<file path="src/rtl/up_counter_4bit.sv">
// up_counter_4bit: synchronous 4-bit binary up counter with asynchronous
// active-low reset, count enable, synchronous parallel load and a
// combinational terminal-count flag. The count leaves on four separate bit
// outputs, Q0 (LSB) to Q3 (MSB).
//
// Optional feature, macro UP_COUNTER_SYNC_CLR_EN:
//   defined   -> adds input clr (active-high, synchronous). Priority is
//                clr > load > en, and clr also forces tc low.
//   undefined -> no clr port exists; the counter behaves as described above.

module up_counter_4bit #(
   parameter int unsigned MAX_COUNT   = 15,  // terminal value, 1..15
   parameter int unsigned RESET_VALUE = 0    // value forced by rst_n, 0..15
) (
   input  logic       clk,
   input  logic       rst_n,
   input  logic       en,
   input  logic       load,
   input  logic [3:0] d,
`ifdef UP_COUNTER_SYNC_CLR_EN
   input  logic       clr,
`endif
   output logic       Q0,
   output logic       Q1,
   output logic       Q2,
   output logic       Q3,
   output logic       tc
);

   localparam logic [3:0] MAX_C   = 4'(MAX_COUNT);
   localparam logic [3:0] RESET_C = 4'(RESET_VALUE);

   logic [3:0] count;
   logic [3:0] count_nxt;
   logic       clr_s;

`ifdef UP_COUNTER_SYNC_CLR_EN
   assign clr_s = clr;
`else
   assign clr_s = 1'b0;
`endif

   // Next-state rule. Any value at or above MAX_COUNT wraps to zero on an
   // enabled edge, so values above the terminal (reachable only through load
   // or RESET_VALUE) fall back into the counting range instead of running on.
   function automatic logic [3:0] next_count(
      input logic [3:0] cur,
      input logic       c,
      input logic       ld,
      input logic       e,
      input logic [3:0] dv
   );
      logic [3:0] nxt;
      nxt = cur;
      if (c) begin
         nxt = 4'd0;
      end else if (ld) begin
         nxt = dv;
      end else if (e) begin
         if (cur >= MAX_C) begin
            nxt = 4'd0;
         end else begin
            nxt = cur + 4'd1;
         end
      end
      return nxt;
   endfunction

   // Decode the next count from the current count and the control inputs
   always_comb begin
      count_nxt = next_count(count, clr_s, load, en, d);
   end

   // Count register: asynchronous reset discards any pending load or increment
   always_ff @(posedge clk or negedge rst_n) begin
      if (!rst_n) begin
         count <= RESET_C;
      end else begin
         count <= count_nxt;
      end
   end

   assign {Q3, Q2, Q1, Q0} = count;

   // tc flags the cycle whose edge wraps the counter; rst_n gating keeps it
   // low during reset even when RESET_VALUE equals MAX_COUNT.
   assign tc = rst_n & en & ~load & ~clr_s & (count == MAX_C);

endmodule

</file>
<file path="config.mk">
export PLATFORM = sky130hd
export DESIGN_NAME = up_counter_4bit
export DESIGN_NICKNAME = d
export VERILOG_FILES = /design/src/rtl/up_counter_4bit.sv
export SDC_FILE = /design/constraint.sdc
export NUM_CORES = 1
export LEC_CHECK = 0
export BUFFER_PORTS_ARGS = -buffer_cell sky130_fd_sc_hd__buf_2
export CORE_AREA = 2 2 39 41
export CTS_CLUSTER_DIAMETER = 50
export CTS_CLUSTER_SIZE = 16
export DETAILED_ROUTE_END_ITERATION = 10
export DIE_AREA = 0 0 41 43
export PLACE_DENSITY_LB_ADDON = 0.05
export SLEW_MARGIN = 25
export SYNTH_ARGS = -nofsm -noshare
export SYNTH_HDL_FRONTEND = slang
export SYNTH_SLANG_ARGS = --single-unit
</file>
<file path="constraint.sdc">
create_clock -name clk -period 1.9 [get_ports clk]
set_clock_uncertainty 0.05 [all_clocks]
set_input_delay 0.38 -clock clk [delete_from_list [all_inputs] [get_ports clk]]
set_output_delay 0.38 -clock clk [all_outputs]
set_load 0.1 [all_outputs]
</file>
# [Word-level counts from Yosys, hierarchy flattened]
# Index checks and enable logic that the tools add are counted.
[classes] eq_ne=1 n_reduce_logical=1 order_cmp=1 n_addsub=1 muxes=3 bitwise=4
[op_table] cell="4-bit 2-to-1 mux" count=3
[op_table] cell="4-bit by 1-bit adder with 4-bit output (second input constant)" count=1
[op_table] cell="4-bit equality test (second input constant)" count=1
[op_table] cell="4-bit >= comparator (second input constant)" count=1
[op_table] cell="1-bit AND" count=3
[op_table] cell="2-bit nonzero test" count=1
[op_table] cell="1-bit NOT" count=1
[totals] reg_bits=4 elab_cells=12

# [Logic depth before layout (Yosys ltp)]
[logic_depth] ltp_word=4 ltp_mapped=4 mapped_depth_nobuf=4

# [Worst setup path before layout]
# No wires, ideal clock.
[synth_path] kind="reg2out" start="register count[0]" end="output tc" arrival_ns=3.501 path_stages_with_launch=4 path_buffers=0 slack_ns=-2.031 required_ns=1.470 cell_sequence="dfrtp_1 -> ha_1 -> nand3_1 -> nor3_1"
[synth_between] elab_chain_len=2
[synth_rtl] item="start: declaration" line_no="33" source="logic [3:0] count;"
[synth_rtl] item="start signal: assignment" line_no="79" source="count <= count_nxt;"
[synth_rtl] item="4-bit equality test" line_no="87" source="assign tc = rst_n & en & ~load & ~clr_s & (count == MAX_C);"
[synth_rtl] item="1-bit AND" line_no="87"
[synth_rtl] item="end: declaration" line_no="27" source="output logic tc"
# Every way passes these cells.

# [Final worst setup path]
# Same ends and word-level chain as after synthesis.

==> flow_summary_export.csv <==
group,metric,value,unit
status,outcome,"finished clean",
layout,diodes,0,
pwr,swShare,0.431,
timing,fin_crit,1.77,ns
setup_path,cp.arrival,1.34,ns
route,drt-pass1-iter-count,1,
layout,layout_common_cells,"buf_2, nand2_1, nor2b_1, clkbuf_4",
clock_network,cts_resized,0,
clock_network,cts_setup_buffers,0,
setup_path,critPathMaxStageDelay,0.45,ns
floorplan,die_x,41,um
timing,setup_viol,0,
setup_path,critPathLaunchType,"flip-flop",
min_path,hold_class,"input pin to flip-flop",
layout,area_growth,66.7,%
layout,final_core_utilization,0.294,
pwr,leakage,0.171,nW
layout,layout-drive-gt1-share,0.500,
global_route,antenna_found_initial,0,
logic_synthesis,syn-cell-area,244,sq um
logic_synthesis,synth_seq_area_share,0.410,
clock_network,clock_latency,0.23,ns
logic_synthesis,syn_nets,38,
timing,slew_viol_final,0,
setup_path,cp-end-kind,"primary output",
clock_network,numCtsBuffers,3,
route,drt-total-wl,601,um
floorplan,core_area,1380,sq um
logic_synthesis,synth_cell_type_count,14,
layout,layout_commonest_cell,"buf_2",
timing,worstMarginPinSlew,0.491,ns
floorplan,initial_utilization,0.176,
layout,reg.largest.list,"count (4)",
place,gp_congestion,0.647,
timing,rsz0062_at_grt,"no",
layout,fin_nets,55,
setup_path,cp_max_fo,6,
route,vias,245,
global_route,first_global_vias,236,
place,dp_hpwl,488,um
place,place_area,374,sq um
pwr,p_comb_frac,0.385,
setup_path,crit_path_cell_trace,"ha_4 > nand3_4 > nor3_4 > buf_12",
logic_synthesis,avgSynthCellArea,8.41,sq um
min_path,holdPathEnd,"count[2]",
logic_synthesis,synth_seq_cells,4,
min_path,min_from,"d[2]",
floorplan,die_h,43,um
clock_network,clk_pin_slew,0.04,ns
global_route,grt_first_pass_wirelength,966,um
setup_path,cpMaxStageDelayCell,"dfrtp_4",
min_path,holdPathStages,3,
setup_path,crit-reg2reg-launch,"count[0]",
place,dp.cells,56,
route,wl_per_cell,10.0,um
clock_network,htree_levels,1,
job,maxCapViolCount,0,
layout,fin_cells,60,
logic_synthesis,syn_inst,29,
setup_path,cp.required,1.47,ns
setup_path,crit_type,"flip-flop to primary output",
global_route,grt.overflow.total,0,
floorplan,die_area,1760,sq um
clock_network,cts_root_buf,"clkbuf_4",
setup_path,r2r_slack,0.73,ns
clock_network,cts_tree,"done",
timing,fmax,566,MHz
layout,final_cell_area,407,sq um
global_route,grtUsageTotal,0.0846,
setup_path,rr_worst_depth,4,
timing,relSlewSlack,0.675,
layout,largest_register_ffs,4,
pwr,seqPwrFrac,0.324,
floorplan,ios,13,
route,viasPerCell,4.08,
timing,timing.final.crit_share,0.931,
pwr,p_per_area,886,nW/um^2
pwr,p_int,0.205,mW
route,drc_errors,0,
clock_network,cts-hold-fix-buffers,1,
clock_network,cts_buffer_depth,2,
logic_synthesis,synth_warnings,0,
global_route,grt_max_degree,11,
clock_network,cts.sinks,4,
timing,finalHoldViolCount,0,
pwr,clockPowerShare,0.290,
route,drtIter0Drc,0,
setup_path,r2r-end,"count[2]",
place,io_buffers,12,
pwr,p_sw,0.155,mW
route,drtAntennaViolNets,0,
floorplan,rows,14,
layout,top_register,"count",
pwr,vdd_drop_max,0.279,mV
-- final cells by class --
type / instances / area (sq um)
multi-input cells: 24 / 169
flip-flops and latches: 4 / 110
fillers: 157 / 977
well taps: 16 / 20.0
repair buffers: 13 / 85.1
clock buffers: 3 / 22.5
-- power by group through the flow --
stage	sequential, mW	clock (mW)	combinational (mW)
floorplan	0.191	0	0.0375
global placement	0.118	0	0.137
detailed placement	0.118	0	0.139
CTS	0.117	0.113	0.141
global route	0.119	0.117	0.147
finish	0.117	0.105	0.139
-- cell usage after synthesis --
| library cell | number | area, sq um |
|---|---|---|
| ha_1 | 1 | 12.5 |
| o211ai_1 | 1 | 7.51 |
| a21oi_1 | 2 | 10.0 |
| o21ai_1 | 2 | 10.0 |
| o21ai_0 | 2 | 10.0 |
| dfrtp_1 | 4 | 100 |
| nor2_1 | 1 | 3.75 |
| buf_6 | 1 | 11.3 |
| mux2i_1 | 1 | 10.0 |
| nand2_1 | 7 | 26.3 |
| xor2_1 | 1 | 8.76 |
| nand3_1 | 2 | 10.0 |
| nor3_1 | 1 | 5.00 |
| nor2b_1 | 3 | 18.8 |
-- through the flow --
step	power, mW	TNS (ns)	hold slack, ns	setup WS, ns
2_1_floorplan	0.228	-0.277	0.0344	-0.277
3_3_place_gp	0.255	0	0.153	0.380
3_5_place_dp	0.257	0	0.152	0.365
4_1_cts	0.371	0	0.301	0.109
5_1_grt	0.383	0	0.319	0.0714
6_report	0.360	0	0.311	0.132
-- critical path, delay by kind of cell, from the launching register on --
family,cells,cell delay [ns]
flip-flops,1,0.45
AND/OR/NAND/NOR,2,0.30
adder cells (fa/ha/maj),1,0.16
buffers and inverters,1,0.20
-- worst max-delay path by stage --
| stage | to | depth (start not counted) | from | slack (ns) |
|---|---|---|---|---|
| after floorplan | tc | 3 | count[1] | -0.28 |
| after global placement | tc | 4 | count[0] | 0.38 |
| after detailed placement | tc | 4 | count[0] | 0.37 |
| after CTS | tc | 4 | count[0] | 0.11 |
| after global routing | tc | 4 | count[0] | 0.07 |
| final | tc | 4 | count[0] | 0.13 |
-- layer usage --
layer / GRT usage / wire [um] / up-vias
li1: - / - / 132
met1: 0.0942 / 243 / 105
met2: 0.125 / 317 / 8
met3: 0.0157 / 40 / 0
met4: 0.0800 / 0 / 0
met5: 0 / 0 / -
-- logic make-up (layout without fill, tap and decap cells) --
family          Yosys count  count (layout)  synth area share
mux                       1               1            0.0410
flops                     4               4             0.410
xor+xnor                  1               1            0.0359
simple gates             14              14             0.262
buf+inv                   1              16            0.0462
compound gates            7               7             0.154
fa+ha+maj                 1               1            0.0513
(Power assumes the default switching activity.)
